--- src/rtl/overlap_add_sequencer.sv ---
// overlap_add_sequencer: row/column sequencer for an overlap-add convolution datapath.
// Ports: start/abort control a frame; in_valid/in_ready handshake upstream row-product beats;
//        en_shift/data_strobe drive the datapath; accumn_fin returns the row-finished flag;
//        row_valid/row_idx/frame_done/busy/err report progress and status.
// Latency: strobes are combinational with the accepted beat; row_valid is registered, one
//          cycle after accumn_fin is seen in WAIT_FIN.
// Backpressure: in_ready is high only in FEED; upstream stalls (in_valid=0) hold the column.
module overlap_add_sequencer #(
  parameter int N_COL_FEATURE = 8,
  parameter int N_COL_KERNEL  = 5,
  parameter int N_ROW_FEATURE = 8,
  parameter int FIN_TIMEOUT   = 16
) (
  input  logic                             clk,
  input  logic                             rst_n,
  input  logic                             start,
  input  logic                             abort,
  input  logic                             in_valid,
  output logic                             in_ready,
  output logic                             en_shift,
  output logic [N_COL_FEATURE-1:0]         data_strobe,
  input  logic                             accumn_fin,
  output logic                             row_valid,
  output logic [$clog2(N_ROW_FEATURE)-1:0] row_idx,
  output logic                             busy,
  output logic                             frame_done,
  output logic                             err
);

  localparam int CW = (N_COL_FEATURE > 1) ? $clog2(N_COL_FEATURE) : 1;
  localparam int RW = $clog2(N_ROW_FEATURE);
  localparam int WW = $clog2(FIN_TIMEOUT + 1);
  localparam int HW = $clog2(N_COL_KERNEL + 1);

  localparam logic [CW-1:0] COL_LAST  = CW'(N_COL_FEATURE - 1);
  localparam logic [RW-1:0] ROW_LAST  = RW'(N_ROW_FEATURE - 1);
  localparam logic [WW-1:0] WAIT_LAST = WW'(FIN_TIMEOUT - 1);
  localparam logic [HW-1:0] HOLD_LOAD = HW'(N_COL_KERNEL - 1);

  typedef enum logic [2:0] {
    S_IDLE     = 3'd0,
    S_FEED     = 3'd1,
    S_WAIT_FIN = 3'd2,
    S_HOLD     = 3'd3,
    S_DONE     = 3'd4
  } state_e;

  state_e         state_q,      state_d;
  logic [CW-1:0]  col_idx_q,    col_idx_d;
  logic [RW-1:0]  row_idx_q,    row_idx_d;
  logic [WW-1:0]  wait_cnt_q,   wait_cnt_d;
  logic [HW-1:0]  hold_cnt_q,   hold_cnt_d;
  logic           row_valid_q,  row_valid_d;
  logic           frame_done_q, frame_done_d;
  logic           err_q,        err_d;

  // ------------------------------------------------------------------
  // Combinational outputs derived from the registered state. Because
  // they depend only on state_q (and in_valid), an asynchronous reset
  // forces them low immediately.
  // ------------------------------------------------------------------
  always_comb begin
    in_ready    = (state_q == S_FEED);
    en_shift    = in_valid & in_ready;
    data_strobe = '0;
    if (en_shift) begin
      data_strobe[col_idx_q] = 1'b1;
    end
    busy        = (state_q != S_IDLE);
  end

  assign row_valid  = row_valid_q;
  assign frame_done = frame_done_q;
  assign err        = err_q;
  assign row_idx    = row_idx_q;

  // ------------------------------------------------------------------
  // Next-state logic
  // ------------------------------------------------------------------
  always_comb begin
    state_d      = state_q;
    col_idx_d    = col_idx_q;
    row_idx_d    = row_idx_q;
    wait_cnt_d   = wait_cnt_q;
    hold_cnt_d   = hold_cnt_q;
    row_valid_d  = 1'b0;
    frame_done_d = 1'b0;
    err_d        = err_q;

    case (state_q)
      S_IDLE: begin
        if (start) begin
          state_d   = S_FEED;
          col_idx_d = '0;
          row_idx_d = '0;
          err_d     = 1'b0;
        end
      end

      S_FEED: begin
        if (en_shift) begin
          if (col_idx_q == COL_LAST) begin
            col_idx_d  = '0;
            wait_cnt_d = '0;
            state_d    = S_WAIT_FIN;
          end else begin
            col_idx_d = col_idx_q + 1'b1;
          end
        end
      end

      S_WAIT_FIN: begin
        // accumn_fin wins over the timeout when both land on the last
        // allowed cycle, so a late-but-in-time finish is never an error.
        if (accumn_fin) begin
          row_valid_d = 1'b1;
          hold_cnt_d  = HOLD_LOAD;
          wait_cnt_d  = '0;
          state_d     = S_HOLD;
        end else if (wait_cnt_q == WAIT_LAST) begin
          err_d      = 1'b1;
          wait_cnt_d = '0;
          state_d    = S_IDLE;
        end else begin
          wait_cnt_d = wait_cnt_q + 1'b1;
        end
      end

      S_HOLD: begin
        // hold_cnt_q counts the HOLD cycles still to run, this one
        // included; the exit cycle is the one whose decrement hits 0.
        if (hold_cnt_q <= HW'(1)) begin
          hold_cnt_d = '0;
          if (row_idx_q == ROW_LAST) begin
            frame_done_d = 1'b1;
            state_d      = S_DONE;
          end else begin
            row_idx_d = row_idx_q + 1'b1;
            state_d   = S_FEED;
          end
        end else begin
          hold_cnt_d = hold_cnt_q - 1'b1;
        end
      end

      S_DONE: begin
        state_d = S_IDLE;
      end

      default: begin
        state_d = S_IDLE;
      end
    endcase

    // Abort overrides everything above; the sticky error is preserved.
    if (abort) begin
      state_d      = S_IDLE;
      col_idx_d    = '0;
      row_idx_d    = '0;
      wait_cnt_d   = '0;
      hold_cnt_d   = '0;
      row_valid_d  = 1'b0;
      frame_done_d = 1'b0;
      err_d        = err_q;
    end
  end

  // ------------------------------------------------------------------
  // State registers
  // ------------------------------------------------------------------
  always_ff @(posedge clk or negedge rst_n) begin
    if (!rst_n) begin
      state_q      <= S_IDLE;
      col_idx_q    <= '0;
      row_idx_q    <= '0;
      wait_cnt_q   <= '0;
      hold_cnt_q   <= '0;
      row_valid_q  <= 1'b0;
      frame_done_q <= 1'b0;
      err_q        <= 1'b0;
    end else begin
      state_q      <= state_d;
      col_idx_q    <= col_idx_d;
      row_idx_q    <= row_idx_d;
      wait_cnt_q   <= wait_cnt_d;
      hold_cnt_q   <= hold_cnt_d;
      row_valid_q  <= row_valid_d;
      frame_done_q <= frame_done_d;
      err_q        <= err_d;
    end
  end

endmodule

--- config.mk ---
export PLATFORM = sky130hd
export DESIGN_NAME = overlap_add_sequencer
export DESIGN_NICKNAME = d
export VERILOG_FILES = /design/src/rtl/overlap_add_sequencer.sv
export SDC_FILE = /design/constraint.sdc
export NUM_CORES = 1
export LEC_CHECK = 0
export CAP_MARGIN = 10
export CORE_MARGIN = 10
export CORE_UTILIZATION = 55
export DETAILED_ROUTE_END_ITERATION = 6
export PLACE_DENSITY = 0.81
export SETUP_SLACK_MARGIN = 0.3
export SLEW_MARGIN = 30
export SYNTH_ARGS = -nofsm -noshare
export SYNTH_HDL_FRONTEND = slang
export SYNTH_SLANG_ARGS = --single-unit
--- constraint.sdc ---
create_clock -name clk -period 3.36 [get_ports clk]
set_input_delay 0.84 -clock clk [delete_from_list [all_inputs] [get_ports clk]]
set_output_delay 0.84 -clock clk [all_outputs]
set_load 0.05 [all_outputs]
==> impl_metrics.py, run 1 <==
metrics = {
    "layout": {
        "fillers": 132,
        "nets": 163,
        "drive_gt1_share_pct": 24.8,
        "instances_no_fill": 177,
        "antennaDiodeCount": 0,
        "area_delta_synth_final_pct": 35.1,
    },
    "logic_synthesis": {
        "ys_warn_count": 0,
        "syn_nets": 139,
        "synth-seq-area-share_pct": 40.7,
        "netlist_instances": 126,
        "syn_area_mm2": 0.00123,
        "ys_ff_latch": 20,
        "ys_types": 44,
        "avgSynthCellArea_um2": 9.77,
    },
    "placement": {
        "hpwl_um": 2180,
        "globalplace.congestion": 0.777,
        "portBuffers": 22,
        "dp.cells": 172,
    },
    "floorplanning": {
        "die_area_mm2": 0.00453,
        "pin_count": 23,
        "start_util_pct": 56.7,
        "dieWidth_um": 67.3,
        "core_mm2": 0.00217,
        "die_h_um": 67.3,
        "fp-row-count": 17,
    },
    "worst_setup_path": {
        "arrival_ps": 2090,
        "worstPathMaxFanout": 13,
        "r2r_cells": 6,
        "rrSetupSlack_ps": 1440,
        "worst-endpoint-required_ps": 2520,
        "worstReg2RegStart": "col_idx_q[1]$_DFFE_PN0P_",
        "criticalPathCategory": "reg2out",
        "reg2reg_to": "wait_cnt_q[2]$_DFFE_PN0P_",
        "worst_setup_path_end_kind": "primary output",
        "cp-start-kind": "flop",
    },
    "clock_tree": {
        "cts_tree": "done",
        "ctsRootBufferMaster": "clkbuf_4",
        "htreeDepth": 1,
        "cts_inserted_buffers": 3,
        "clockBufferDepth": 2,
        "clk_pin_slew_ps": 120,
        "clock-sinks": 20,
        "clock_latency_ps": 310,
    },
    "timing": {
        "slew_viol_final": 0,
        "period_minus_slack_ps": 2930,
        "tns_ps": 0,
        "finalCritPeriodShare_pct": 87.1,
        "finalHoldWorstSlack_ps": 465,
        "grt_setup_unrepaired": "false",
        "skew_ps": 10.1,
        "fmax_mhz": 342,
        "finalHoldViolCount": 0,
        "worstMarginPinSlew_ps": 523,
        "slew_headroom_pct": 65.1,
        "setup_viol": 0,
    },
    "global_route": {
        "antenna_found_initial": 0,
        "grt_pass1_vias": 1015,
        "grt_overflow": 0,
        "grt_max_degree": 21,
        "grt_usage_pct": 13.1,
        "grt_pass1_wl_um": 4710,
    },
    "pwr": {
        "vdd_ir_drop_max_mv": 0.287,
        "p_per_area_mw_per_mm2": 310,
        "power.switching_w": 0.000125,
        "p_int_w": 0.000391,
        "pwr-share-clk_pct": 38.4,
        "p_seq_share_pct": 48.3,
        "power_leakage_nw": 0.734,
        "swShare_pct": 24.2,
        "power_frac_comb_pct": 13.3,
    },
    "route": {
        "routed_via_density": 6.06,
        "drt_iter0_markers": 34,
        "dr.pass1.iters": 4,
        "num_vias": 1073,
        "drc": 0,
        "drt_wl_total_um": 2900,
        "ant_nets": 0,
        "post_drt_wl_per_cell_um": 16.4,
    },
    "status": {
        "status": "finished, final reports clean",
    },
    "worst_hold_path": {
        "hp-class": "in2async",
    },
    "flow_run": {
        "maxCapViolations": 0,
    },
}
[power groups by stage]
| stage | sequential, W | clock, W | combinational, W |
|---|---|---|---|
| after floorplan | 0.000250 | 0 | 0.0000406 |
| after global routing | 0.000250 | 0.000211 | 0.0000727 |
| final | 0.000249 | 0.000198 | 0.0000684 |
| after detailed placement | 0.000253 | 0 | 0.0000651 |
| after CTS | 0.000248 | 0.000202 | 0.0000657 |
| after global placement | 0.000253 | 0 | 0.0000638 |
[layout by cell type (no fill, tap or decap), types with 2 or more instances in the layout]
cell | Yosys | routed
nand2_4 | 0 | 2
clkbuf_4 | 0 | 3
nand2_1 | 14 | 11
dfrtp_1 | 20 | 20
o21ai_1 | 4 | 4
buf_12 | 0 | 9
and3_1 | 3 | 3
a31oi_1 | 3 | 3
nor3_4 | 0 | 3
mux2i_1 | 3 | 3
a21oi_2 | 3 | 3
nor2_2 | 0 | 5
and4b_1 | 2 | 2
nand2b_1 | 2 | 2
ha_1 | 7 | 7
or3_1 | 2 | 2
nor3_1 | 5 | 3
o21bai_1 | 2 | 2
nor2_1 | 14 | 8
a21oi_1 | 4 | 4
clkdlybuf4s50_1 | 0 | 11
a22o_1 | 2 | 2
inv_1 | 7 | 7
[area by class of cell]
type                       count  area, µm²  area share [%]
sequential                    20        500            30.1
timing repair buffer          23        315            19.0
clock inverter                 1       30.0            1.81
clock buffer                   3       22.5            1.35
inverter                       7       26.3            1.58
multi-input combinational     95        733            44.1
tap                           28       35.0            2.11
[worst max-delay path by stage]
stage	start	to	slack, ps	cells past startpoint
finish	state_q[2]$_DFFE_PN0P_	in_ready	430	3
global route	state_q[2]$_DFFE_PN0P_	in_ready	380	3
CTS	in_valid	data_strobe[1]	260	6
detailed placement	in_valid	data_strobe[1]	270	6
global placement	in_valid	data_strobe[7]	310	6
floorplan	in_valid	data_strobe[2]	370	4
[flip-flops by register name (all words and copies together), names as in the netlist]
signal,cells
err,1
row_idx,3
state_q,3
hold_cnt_q,3
row_valid,1
frame_done,1
wait_cnt_q,5
col_idx_q,3
[through the flow]
stage          setup WS, ps  cell area [µm²]  util, %  total power (W)
5_1_grt                 380             1660     76.6         0.000533
6_report                432             1660     76.6         0.000516
2_1_floorplan           369             1270        -         0.000291
3_5_place_dp            271             1580     73.0         0.000318
3_3_place_gp            310             1580     73.0         0.000316
4_1_cts                 263             1640     75.4         0.000516
[cells in the mapped netlist (all sizes together)]
cell type	number	area share, %
inv	7	2.1
o21ai	4	1.6
o21bai	2	1.2
nor3	6	2.8
and3	4	2.4
or3b	1	0.71
a21o	1	0.61
nor2	14	4.3
and3b	1	0.71
mux2i	3	2.4
a22o	2	1.4
or3	2	1.0
nor2b	1	0.71
o21ba	1	0.81
a31oi	3	1.5
dfrtp	20	41
o32ai	1	0.71
nor3b	2	1.6
nand3b	2	1.5
and4b	2	1.6
o311ai	1	0.71
nand2b	2	1.0
nand4bb	1	0.91
a21bo	1	0.81
nand3	1	0.41
ha	7	7.1
o21a	1	0.61
o31ai	2	1.6
mux2	1	1.2
a21oi	7	3.8
nor4b	1	1.2
nand2	14	4.3
buf	4	3.0
a211o	1	0.71
and2	1	0.51
o2111ai	1	0.71
a31o	1	0.71
[worst max-delay path, stage by stage, from the launching register on]
cell and delay [ps]:
dfrtp_1 580, nor2_1 220, and2_1 170, clkdlybuf4s50_1 810
[per-layer routing]
metal	share of wire, %	GRT usage (%)	vias up
met1	41	14.9	530
met4	1.7	5.90	0
met5	0	0	-
met3	6.4	3.47	6
li1	-	-	505
met2	51	22.6	32
[repair_timing]
action / in CTS / in global routing
hold buffers: 0 / 0
gates resized for setup: 0 / 7
pin swaps: 0 / 3
buffers inserted: 0 / 1
setup endpoints to repair: 8 / 8
[kinds of logic (layout without fill, tap and decap cells)]
family	Yosys count	after routing	synth area share (%)
multiplexers	4	4	3.66
AND/OR/NAND/NOR	55	55	25.8
buffers and inverters	11	34	5.18
adder cells (fa/ha/maj)	7	7	7.11
flip-flops	20	20	40.7
AO/OA/AOI/OAI	29	29	17.6
Power figures use the tool's default switching activity.
==> run 2, diff against run 1 <==
CAP_MARGIN = 30   (was 10)
==> results of run 2 <==
Same layout as run 1: the final DEF is identical, and so are final timing and power.
==> run 3, diff against run 2 <==
SETUP_SLACK_MARGIN = unset   (was 0.3)
==> impl_metrics.py, run 3 (synthesized netlist as in run 1, its figures left out) <==
metrics = {
    "floorplanning": {
        "die_h_um": 67.3,
        "start_util_pct": 56.7,
        "core_mm2": 0.00217,
        "die_area_mm2": 0.00453,
        "dieWidth_um": 67.3,
        "pin_count": 23,
        "fp-row-count": 17,
    },
    "global_route": {
        "grt_pass1_vias": 1047,
        "grt_pass1_wl_um": 4990,
        "grt_usage_pct": 13.8,
        "antenna_found_initial": 0,
        "grt_overflow": 0,
        "grt_max_degree": 21,
    },
    "pwr": {
        "total_power_w": 0.000506,
        "vdd_ir_drop_max_mv": 0.291,
        "power_leakage_nw": 0.718,
        "p_per_area_mw_per_mm2": 317,
    },
    "clock_tree": {
        "clock_latency_ps": 300,
        "cts_resized": 0,
        "clock-sinks": 20,
        "htreeDepth": 1,
        "cts_tree": "done",
        "clockBufferDepth": 2,
        "ctsHoldBuffers": 0,
        "cts_inserted_buffers": 3,
        "clk_pin_slew_ps": 120,
        "post_cts_buffers": 0,
        "ctsRootBufferMaster": "clkbuf_4",
    },
    "placement": {
        "portBuffers": 22,
        "globalplace.congestion": 0.797,
        "hpwl_um": 2270,
        "dp.cells": 172,
        "placed_cell_area_mm2": 0.00155,
    },
    "route": {
        "post_drt_wl_per_cell_um": 16.9,
        "routed_via_density": 5.85,
        "ant_nets": 0,
        "drt_iter0_markers": 29,
        "drt_wl_total_um": 2980,
        "dr.pass1.iters": 6,
        "drc": 0,
        "num_vias": 1030,
    },
    "worst_setup_path": {
        "cp-start-kind": "primary input",
        "arrival_ps": 2310,
        "crit_path_frequent_cell": "nand2_1",
        "criticalPathCategory": "in2out",
        "crit_slowest_cell": "clkdlybuf4s50_1",
        "r2r_cells": 6,
        "worst-endpoint-required_ps": 2520,
        "worstPathMaxFanout": 4,
        "worst_setup_path_end_kind": "primary output",
        "rrSetupSlack_ps": 1520,
        "cp_slowest_stage_delay_ps": 490,
        "worstPathCellList": "clkdlybuf4s50_1, nand2_1, nor3_2, nand2_1, nor2_1, buf_12",
        "reg2reg_to": "wait_cnt_q[2]$_DFFE_PN0P_",
        "worstReg2RegStart": "col_idx_q[1]$_DFFE_PN0P_",
    },
    "timing": {
        "slew_viol_final": 0,
        "skew_ps": 4.93,
        "worstMarginPinSlew_ps": 520,
        "setup_viol": 0,
        "finalHoldWorstSlack_ps": 466,
        "grt_setup_unrepaired": "false",
        "finalHoldViolCount": 0,
        "slew_headroom_pct": 65.2,
        "finalCritPeriodShare_pct": 93.7,
        "tns_ps": 0,
        "fmax_mhz": 318,
        "period_minus_slack_ps": 3150,
    },
    "layout": {
        "layout_common_cells": "20 x dfrtp_1, 14 x nand2_1, 14 x nor2_1",
        "area_delta_synth_final_pct": 29.7,
        "nets": 162,
        "drive_gt1_share_pct": 18.2,
        "finalInstanceArea_mm2": 0.00160,
        "antennaDiodeCount": 0,
        "final_common_cell": "dfrtp_1",
        "largest_reg_flops": 5,
        "instances_no_fill": 176,
        "regMostFlops": "wait_cnt_q",
    },
    "flow_run": {
        "maxCapViolations": 0,
    },
    "status": {
        "status": "finished, final reports clean",
    },
    "worst_hold_path": {
        "hp-class": "in2async",
    },
}
-- run 3: changes by cell type in the layout (fill, tap and decap cells not counted) --
cell / previous run / this run
nor2_1: 8 / 14
nor2_4: 1 / 0
dlymetal6s2s_1: 1 / 0
nor2_2: 5 / 0
nand2_2: 1 / 0
nor3_4: 3 / 0
clkdlybuf4s50_1: 11 / 12
nand2_1: 11 / 14
nor3_2: 0 / 3
nand2_4: 2 / 0
buf_4: 1 / 0
-- run 3: area by class of cell --
cell class / count / area [µm²]
fill: 163 / 573
multi-input combinational: 95 / 677
clock buffer: 3 / 22.5
sequential: 20 / 500
inverter: 7 / 26.3
clock inverter: 1 / 30.0
timing repair buffer: 22 / 305
tap: 28 / 35.0
-- run 3: through the flow --
stage / util (%) / setup WS, ps
floorplan: - / -3.45
global placement: 71.4 / 283
detailed placement: 71.4 / 222
CTS: 73.8 / 219
global route: 73.6 / 93.0
finish: 73.6 / 213
-- run 3: worst max-delay path: cells and delay by family --
family	cells	cell delay [ps]
buffers and inverters	2	660
AND/OR/NAND/NOR	4	800
-- run 3: worst max path at each step --
stage / slack, ps / from / endpoint / cells after the start
floorplan: -3 / in_valid / data_strobe[2] / 4
global placement: 280 / in_valid / data_strobe[4] / 6
detailed placement: 220 / in_valid / data_strobe[2] / 6
CTS: 220 / in_valid / data_strobe[2] / 6
global route: 90 / in_valid / data_strobe[2] / 6
finish: 210 / in_valid / data_strobe[2] / 6
-- run 3: power breakdown --
part / internal (W) / leakage [nW] / switching, W
Combinational: 0.0000247 / 0.412 / 0.0000373
Clock: 0.000121 / 0.0279 / 0.0000758
Sequential: 0.000243 / 0.277 / 0.00000528
Total: 0.000388 / 0.718 / 0.000118
-- run 3: routing by layer --
| layer | vias to the layer above | GRT usage, % | part of all wire [%] |
|---|---|---|---|
| met1 | 500 | 16.5 | 43 |
| li1 | 502 | - | - |
| met2 | 22 | 23.8 | 50 |
| met3 | 6 | 4.13 | 5.6 |
| met4 | 0 | 3.33 | 0.91 |
| met5 | - | 0 | 0 |
